File: config.mk
export PLATFORM = sky130hd
export DESIGN_NAME = reg_bank_multimode
export DESIGN_NICKNAME = d
export VERILOG_FILES = /design/src/rtl/reg_bank_pkg.sv /design/src/rtl/reg_op_unit.sv /design/src/rtl/reg_bank_multimode.sv
export SDC_FILE = /design/constraint.sdc
export NUM_CORES = 1
export LEC_CHECK = 0
export ABC_AREA = 0
export CAP_MARGIN = 20
export CORE_MARGIN = 4
export CORE_UTILIZATION = 55
export CTS_CLUSTER_DIAMETER = 120
export DETAILED_ROUTE_END_ITERATION = 10
export PLACE_DENSITY = 0.75
export RECOVER_POWER = 50
export SYNTH_ARGS = -nofsm -noshare
export SYNTH_HDL_FRONTEND = slang
export SYNTH_HIERARCHICAL = 1
export SYNTH_SLANG_ARGS = --single-unit
export TNS_END_PERCENT = 50
File: constraint.sdc
create_clock -name clock -period 11.63 [get_ports clock]
set_input_delay 1.163 -clock clock [delete_from_list [all_inputs] [get_ports clock]]
set_output_delay 1.163 -clock clock [all_outputs]
set_load 0.005 [all_outputs]
File: src/rtl/reg_bank_pkg.sv
// Operation codes shared by the register bank, its op unit and the controller that drives op.
package reg_bank_pkg;

   localparam int OP_W = 3;

   localparam logic [OP_W-1:0] OP_NOP   = 3'b000;
   localparam logic [OP_W-1:0] OP_LOAD  = 3'b001;
   localparam logic [OP_W-1:0] OP_CLEAR = 3'b010;
   localparam logic [OP_W-1:0] OP_INC   = 3'b011;
   localparam logic [OP_W-1:0] OP_DEC   = 3'b100;
   localparam logic [OP_W-1:0] OP_SHL   = 3'b101;
   localparam logic [OP_W-1:0] OP_SHR   = 3'b110;
   localparam logic [OP_W-1:0] OP_ROTL  = 3'b111;

   function automatic logic is_write_op(input logic [OP_W-1:0] op);
      return op != OP_NOP;
   endfunction

endpackage

File: src/rtl/reg_op_unit.sv
// Combinational next-value and carry for one register under one operation; zero latency,
// no flow control.
module reg_op_unit
   import reg_bank_pkg::*;
#(
   parameter int WIDTH = 16
) (
   input  logic [WIDTH-1:0] old_val,
   input  logic [OP_W-1:0]  op,
   input  logic [WIDTH-1:0] din,
   input  logic             shift_in,
   output logic [WIDTH-1:0] new_val,
   output logic             carry
);

   logic [WIDTH:0] inc_sum;
   logic [WIDTH:0] dec_diff;

   // One extra bit catches the wrap: carry on all-ones increment, borrow on zero decrement.
   assign inc_sum  = {1'b0, old_val} + (WIDTH+1)'(1);
   assign dec_diff = {1'b0, old_val} - (WIDTH+1)'(1);

   always_comb begin
      new_val = old_val;
      carry   = 1'b0;
      case (op)
         OP_LOAD: begin
            new_val = din;
         end
         OP_CLEAR: begin
            new_val = '0;
         end
         OP_INC: begin
            new_val = inc_sum[WIDTH-1:0];
            carry   = inc_sum[WIDTH];
         end
         OP_DEC: begin
            new_val = dec_diff[WIDTH-1:0];
            carry   = dec_diff[WIDTH];
         end
         OP_SHL: begin
            new_val = {old_val[WIDTH-2:0], shift_in};
            carry   = old_val[WIDTH-1];
         end
         OP_SHR: begin
            new_val = {shift_in, old_val[WIDTH-1:1]};
            carry   = old_val[0];
         end
         OP_ROTL: begin
            new_val = {old_val[WIDTH-2:0], old_val[WIDTH-1]};
            carry   = old_val[WIDTH-1];
         end
         default: begin
            new_val = old_val;
            carry   = 1'b0;
         end
      endcase
   end

endmodule

File: src/rtl/reg_bank_multimode.sv
// Bank of DEPTH registers with one op-coded write port, two combinational read ports and
// registered carry/zero flags; write latency 1, read latency 0, never stalls.
module reg_bank_multimode
   import reg_bank_pkg::*;
#(
   parameter  int WIDTH  = 16,
   parameter  int DEPTH  = 8,
   localparam int ADDR_W = $clog2(DEPTH)
) (
   input  logic              clock,
   input  logic              reset,
   input  logic              wr_en,
   input  logic [ADDR_W-1:0] wr_addr,
   input  logic [OP_W-1:0]   op,
   input  logic [WIDTH-1:0]  din,
   input  logic              shift_in,
   input  logic [ADDR_W-1:0] rd_addr_a,
   output logic [WIDTH-1:0]  rd_data_a,
   input  logic [ADDR_W-1:0] rd_addr_b,
   output logic [WIDTH-1:0]  rd_data_b,
   output logic              carry_out,
   output logic              zero_flag
);

   logic [WIDTH-1:0] regs [DEPTH];

   logic [WIDTH-1:0] wr_old;
   logic [WIDTH-1:0] wr_new;
   logic             wr_carry;
   logic             wr_hit;
   logic             wr_eff;

   // Decoding by comparison keeps out-of-range addresses (DEPTH not a power of two) harmless.
   always_comb begin
      wr_old = '0;
      wr_hit = 1'b0;
      for (int i = 0; i < DEPTH; i++) begin
         if (wr_addr == ADDR_W'(i)) begin
            wr_old = regs[i];
            wr_hit = 1'b1;
         end
      end
   end

   assign wr_eff = wr_en & wr_hit & is_write_op(op);

   reg_op_unit #(
      .WIDTH (WIDTH)
   ) u_op_unit (
      .old_val  (wr_old),
      .op       (op),
      .din      (din),
      .shift_in (shift_in),
      .new_val  (wr_new),
      .carry    (wr_carry)
   );

   always_comb begin
      rd_data_a = '0;
      rd_data_b = '0;
      for (int i = 0; i < DEPTH; i++) begin
         if (rd_addr_a == ADDR_W'(i)) begin
            rd_data_a = regs[i];
         end
         if (rd_addr_b == ADDR_W'(i)) begin
            rd_data_b = regs[i];
         end
      end
   end

   always_ff @(posedge clock) begin
      if (reset) begin
         for (int i = 0; i < DEPTH; i++) begin
            regs[i] <= '0;
         end
         carry_out <= 1'b0;
         zero_flag <= 1'b0;
      end else if (wr_eff) begin
         for (int i = 0; i < DEPTH; i++) begin
            if (wr_addr == ADDR_W'(i)) begin
               regs[i] <= wr_new;
            end
         end
         carry_out <= wr_carry;
         zero_flag <= (wr_new == '0);
      end
   end

endmodule

# == Word level (Yosys, flattened, before mapping) ==
# Memory sizes are Yosys's and may differ from the RTL's.
# Index checks and enable logic that the tools add are counted.
# word_totals
reg_bits,2
ram_bits,128
input_bits,32
out_inout_bits,34
wordCells,124
memories,1
# classes
add_sub_neg,2
eq_ne,28
n_mux,75
bitwise_logic,10
n_reduce_logical,6
# mem_list
memory,depth,width,rd,rd_clocked_by_memory_dff,write_ports,line,source
regs,8,16,8,0,8,reg_bank_multimode.sv:25,logic [WIDTH-1:0] regs [DEPTH];
# ops
cell,count
two-way mux 16 bit,32
case mux 16 bit (7 select lines),1
equality test 3 bit (second input constant),16
two-way mux 1 bit,41
equality test 3 x 2 -> 1 bit (second input constant),8
adder 16 x 1 -> 17 bit (second input constant),1
subtractor 16 x 1 -> 17 bit (second input constant),1
zero test 16 bit,1
equality test 3 x 1 -> 1 bit (second input constant),4
zero test 3 bit,3
bitwise OR 1 bit,8
case mux 1 bit (4 select lines),1
nonzero test 3 bit,1
AND 1 bit,2
OR reduction 2 bit,1

# == Depth between registers and ports, before layout ==
# logic_depth
depth_word,15
depth_mapped,15
mapped_depth_nobuf,13

# == Cells and area by module ==
# The synthesis kept the hierarchy.
# modules_own_cells
mod,n_inst,cells_each,area_per_inst_um2,seq_area_each_um2
reg_bank_multimode,1,653,8149.1,3883.7
reg_op_unit,1,242,1526.5,0.0

# == Worst setup path before layout ==
# Ideal clock, no wire load.
# synth_path
kind,in2reg
start,in wr_addr[0]
end,reg zero_flag
t_arrival_ps,4383
t_required_ps,11566
path_slack_ps,7183
stages,15
path_buffers,2
path_cell_list,buf_6 buf_6 mux4_1 mux2_2 inv_1 ha_1 or3b_1 or3_1 nor2_1 o21ai_0 o32a_1 nor4_1 nand4_1 o21a_1 nor2_1
# synth_via
elab_chain_cells,12
# synth_rtl
item,line,source
"start, declared",reg_bank_multimode.sv:13,"input logic [ADDR_W-1:0] wr_addr,"
zero test 3 bit,reg_bank_multimode.sv:38,if (wr_addr == ADDR_W'(i)) begin
two-way mux 16 bit (7 in series),reg_bank_multimode.sv:38,
two-way mux 16 bit *,reg_bank_multimode.sv:38,
named net wr_old[0],reg_bank_multimode.sv:27,logic [WIDTH-1:0] wr_old;
subtractor 16 x 1 -> 17 bit / adder 16 x 1 -> 17 bit (equally long branches),"reg_op_unit.sv:21, reg_op_unit.sv:20",
case mux 16 bit (7 select lines) *,reg_op_unit.sv:26,case (op)
named net wr_new[14],reg_bank_multimode.sv:28,logic [WIDTH-1:0] wr_new;
zero test 16 bit *,reg_bank_multimode.sv:85,zero_flag <= (wr_new == '0);
"end signal, assigned",reg_bank_multimode.sv:85,
"end, declared",reg_bank_multimode.sv:22,output logic zero_flag
# Mark *: on every way through the listed nets, which the timed path passes. The rest lies on a longest branch.
# A chain may end at the register's enable or synchronous reset.

# == Final worst setup path ==
# layout_path
start,in rd_addr_b[0]
end,out rd_data_b[4]
# layout_via
elab_chain_cells,9
# layout_rtl
item,line,source
"start, declared",reg_bank_multimode.sv:19,"input logic [ADDR_W-1:0] rd_addr_b,"
zero test 3 bit,reg_bank_multimode.sv:65,if (rd_addr_b == ADDR_W'(i)) begin
two-way mux 16 bit (7 in series),reg_bank_multimode.sv:65,
two-way mux 16 bit *,reg_bank_multimode.sv:65,
"end, declared",reg_bank_multimode.sv:20,"output logic [WIDTH-1:0] rd_data_b,"
# Every way passes the cells marked *; elsewhere a longest branch is shown, timed or not.

==> out/results.txt <==
For the combined area of all synthesized cells, the log shows 9680 sq um. The xor and xnor area share after synthesis was 0.00996; the final worst-path cycle share was 0.612. The flip-flop and latch count after synthesis works out to 130. Setup repair after global routing left no endpoint under its margin. The post-synthesis adder-cell area fraction came out at 0.00259. The flow ran to the end, but the final reports show violations. The maximum number of pins on one net before global-route repair was 62; the x dimension of the die was 141 um. The run gives 0 as the total setup violations reported at the end of the flow.

STA classifies the critical path startpoint as a primary input. The synthesized net count is 929. Post-synthesis cell count: 895. The wire length of the first global-routing pass is 47.9 mm, and the sum of overflow across all layers after global routing is 0.

The post-place instance area is 10200 sq um, and the starting density of the core is 0.559. The detail route stage leaves a number of antenna-violating nets equal to 0. The async set or reset register ratio after synthesis was 0; the setup TNS after final layout was 0 ns.

Required time of the critical path: 10.47 ns. Summed over all nets, the half-perimeter wirelength after detailed placement is 19.1 mm. The tools report the number of H-tree levels as 4.

The initial antenna violation count was 0; the ratio of routed vias to standard cells was 7.30. The synthesized design contains 128 enable-type register cells. Maximum vdd ir drop: 0.103 mV. TritonCTS built the clock tree. In this run the worst path has a maximum fanout of 61. STA classifies the critical path endpoint as an output port.

The die covers 19800 sq um. The number of warnings printed during yosys synthesis was 6; the post-synthesis to final-layout area growth was 11.4%. In this run, distinct cell masters in the synthesized netlist total 75. The proportion of synthesized area in mux cells is 0.196, and the share of the synthesized area in the top cell type is 0.397.

Before antenna repair, the detailed router went through 6 iterations. For the number of antenna cells inserted, the log shows 0. The tools report the number of buffers inserted to repair setup after CTS as 0. The die is 141 um tall.

In this run the core area contains 48 standard-cell rows. The number of gates resized after CTS was 0. The largest area contributor in the netlist is edfxtp_1. The number of clock sinks seen by CTS was 130; the average footprint of a synthesized cell was 10.8 sq um. The dominant combinational cell family by area after synthesis was multiplexers. In the routed design, unresolved DRC markers number 0. Sorting the synthesized cells by area gives the leading types as edfxtp_1 40%, mux4_1 6.8%, mux2i_1 5.4%. The register area share after synthesis came out at 0.401.

The run gives 0.314 as the global-route usage over all layers. In this run the worst hold path is classified as flop to flop. The floorplan step defined a core boundary enclosing 17300 sq um. The tools report the share of the core filled with cells in the final layout as 0.623. The cell leakage power is 3.99 nW, and the clock transition time at the flip-flop clock pins of the worst setup and hold paths is 0.06 ns.

In the final routed layout, each cell accounts on average for 27.2 um. The top flip-flop cell by instance count after synthesis is edfxtp_1. The congestion estimate from routability-driven global placement came to 0.962.

After the last flow step, the layout net total stands at 947. The number of buffers added by the clock tree synthesis step is 17. The logs give -1.39 for the tightest slew margin relative to the limit and 10800 sq um for the post-layout instance area. The final reports fail on capacitance limit, slew limit.

The detailed router finished its first iteration with 1359 violations. The port buffer count was 65; the max-capacitance violation count was 3. The run gives 160 as the number of pins with negative max-slew slack in the final report. The routed layout has 8408 vias. No sink is reached through more buffers than the 2 on the longest clock path. The top-level port count came out at 66.

Data arrives at the worst endpoint at 5.96 ns. The critical path is of the primary input to output port type. Static timing analysis puts the maximum clock frequency at 140 MHz.

The via count of the first global-routing pass was 8072. The simple-gate portion of the synthesized area was 0.132. The root buffer cell chosen for the clock tree is clkbuf_16. The clock period could shrink to 7.12 ns. The clock latency on the worst-skew pair was 0.41 ns. The layout cell share with drive strength beyond 1 is 0.133, and the count of hold buffers inserted by post-cts repair is 0. The cell area power density came out at 136 nW/um^2. The area fraction in compound gates after synthesis is 0.191.

The overall power consumption was 0.00146 W. For the hold violation count in the final report, the log shows 0. The slew of the pin with the lowest slew margin is 3.59 ns. The setup clock skew after layout was 0.00964 ns; the final worst hold slack was 0.499 ns. The routed design has 31.3 mm of wire.
==> layer usage <==
layer / vias up / track usage / share of wire / wire, um
met5: - / 0 / 0 / 0
met4: 0 / 0.123 / 0.034 / 1050
met3: 111 / 0.0777 / 0.14 / 4260
met2: 736 / 0.494 / 0.47 / 14700
met1: 4031 / 0.423 / 0.36 / 11300
li1: 3530 / - / - / -
==> registers in the layout, indices dropped and copies added (netlist names) <==
register   count
carry_out      1
zero_flag      1
regs         128
==> placed cells by master (no fill, tap or decap), types with 5 or more instances in the layout <==
cell	netlist	routed
buf_4	9	14
nand4_1	5	5
nor4_1	6	6
xnor2_1	7	7
a31oi_1	7	7
edfxtp_1	128	128
nor2_1	127	128
clkdlybuf4s50_1	0	54
a21oi_1	74	74
a22oi_1	28	28
mux2_2	26	23
clkbuf_16	0	17
and3_1	7	7
nor2b_1	13	13
nand2b_1	24	24
a22o_1	24	24
a2bb2oi_1	22	22
o21ai_0	21	21
mux4_1	25	25
a221oi_1	8	8
o221a_2	22	22
o211ai_1	5	5
nand3_1	12	12
nor3_1	14	14
a211oi_1	5	5
clkbuf_1	27	10
mux2i_1	52	52
mux4_2	19	19
inv_1	30	30
o21bai_1	5	5
nand2_1	18	23
dlygate4sd3_1	0	6
==> report_power, final <==
part	leakage [nW]	switching, W	internal, W	total, W
Combinational	2.35	0.000188	0.000140	0.000328
Clock	0.297	0.000204	0.000360	0.000564
Sequential	1.34	0.0000234	0.000547	0.000570
==> cells in the mapped netlist, types with 4 or more instances <==
library cell	count
a22oi_1	28
o21ai_0	21
xor2_1	4
a21oi_1	74
buf_4	9
nand4_1	5
mux2i_1	52
a31oi_1	7
o211ai_1	5
a211oi_1	5
clkbuf_1	27
o221a_2	22
nand2b_1	24
and3_1	7
nand2_2	6
xnor2_1	7
nor2_1	127
nor3_1	14
nand2_1	18
nand3_1	12
inv_1	30
buf_1	4
edfxtp_1	128
a2bb2oi_1	22
nor4_1	6
a22o_1	24
mux2_2	26
nor2b_1	13
buf_2	29
buf_6	13
nor3b_1	4
mux4_2	19
o32ai_1	4
o21bai_1	5
a221oi_1	8
mux4_1	25
==> worst max-delay path, stage by stage <==
cell and delay [ns]:
buf_2 0.07, clkbuf_1 2.51, and2b_1 0.85, a2bb2oi_1 0.20, o221a_2 0.31, a21oi_1 0.26, clkdlybuf4s50_1 0.56
==> through the flow <==
stage          setup slack [ns]  instances
4_1_cts                    6.28       1149
5_1_grt                    4.33       1151
2_1_floorplan              7.18        895
3_3_place_gp               6.20       1116
6_report                   4.51       1151
3_5_place_dp               6.16       1117
==> final timing paths <==
path | from | to | slack, ns | depth (start not counted)
min | carry_out | carry_out | 0.50 | 2
max reg2reg | regs[0][33] | regs[0][60] | 7.67 | 11
max | rd_addr_b[0] | rd_data_b[4] | 4.51 | 7
min reg2reg | carry_out | carry_out | 0.50 | 2
==> kinds of logic after synthesis <==
kind of cell               count (synthesis)
and+or+nand+nor                          258
buffers and inverters                    117
muxes                                    122
AOI/OAI and AO/OA                        255
adders and majority gates                  2
DFF                                      130
xor gates and xnor gates                  11
==> area by class of cell <==
type / count / area (sq um)
sequential: 130 / 3880
inverter: 31 / 116
multi-input combinational: 648 / 5130
tap: 225 / 282
clock inverter: 12 / 180
clock buffer: 20 / 437
fill: 1349 / 6520
timing repair buffer: 85 / 752
Power figures use the tool's default switching activity.
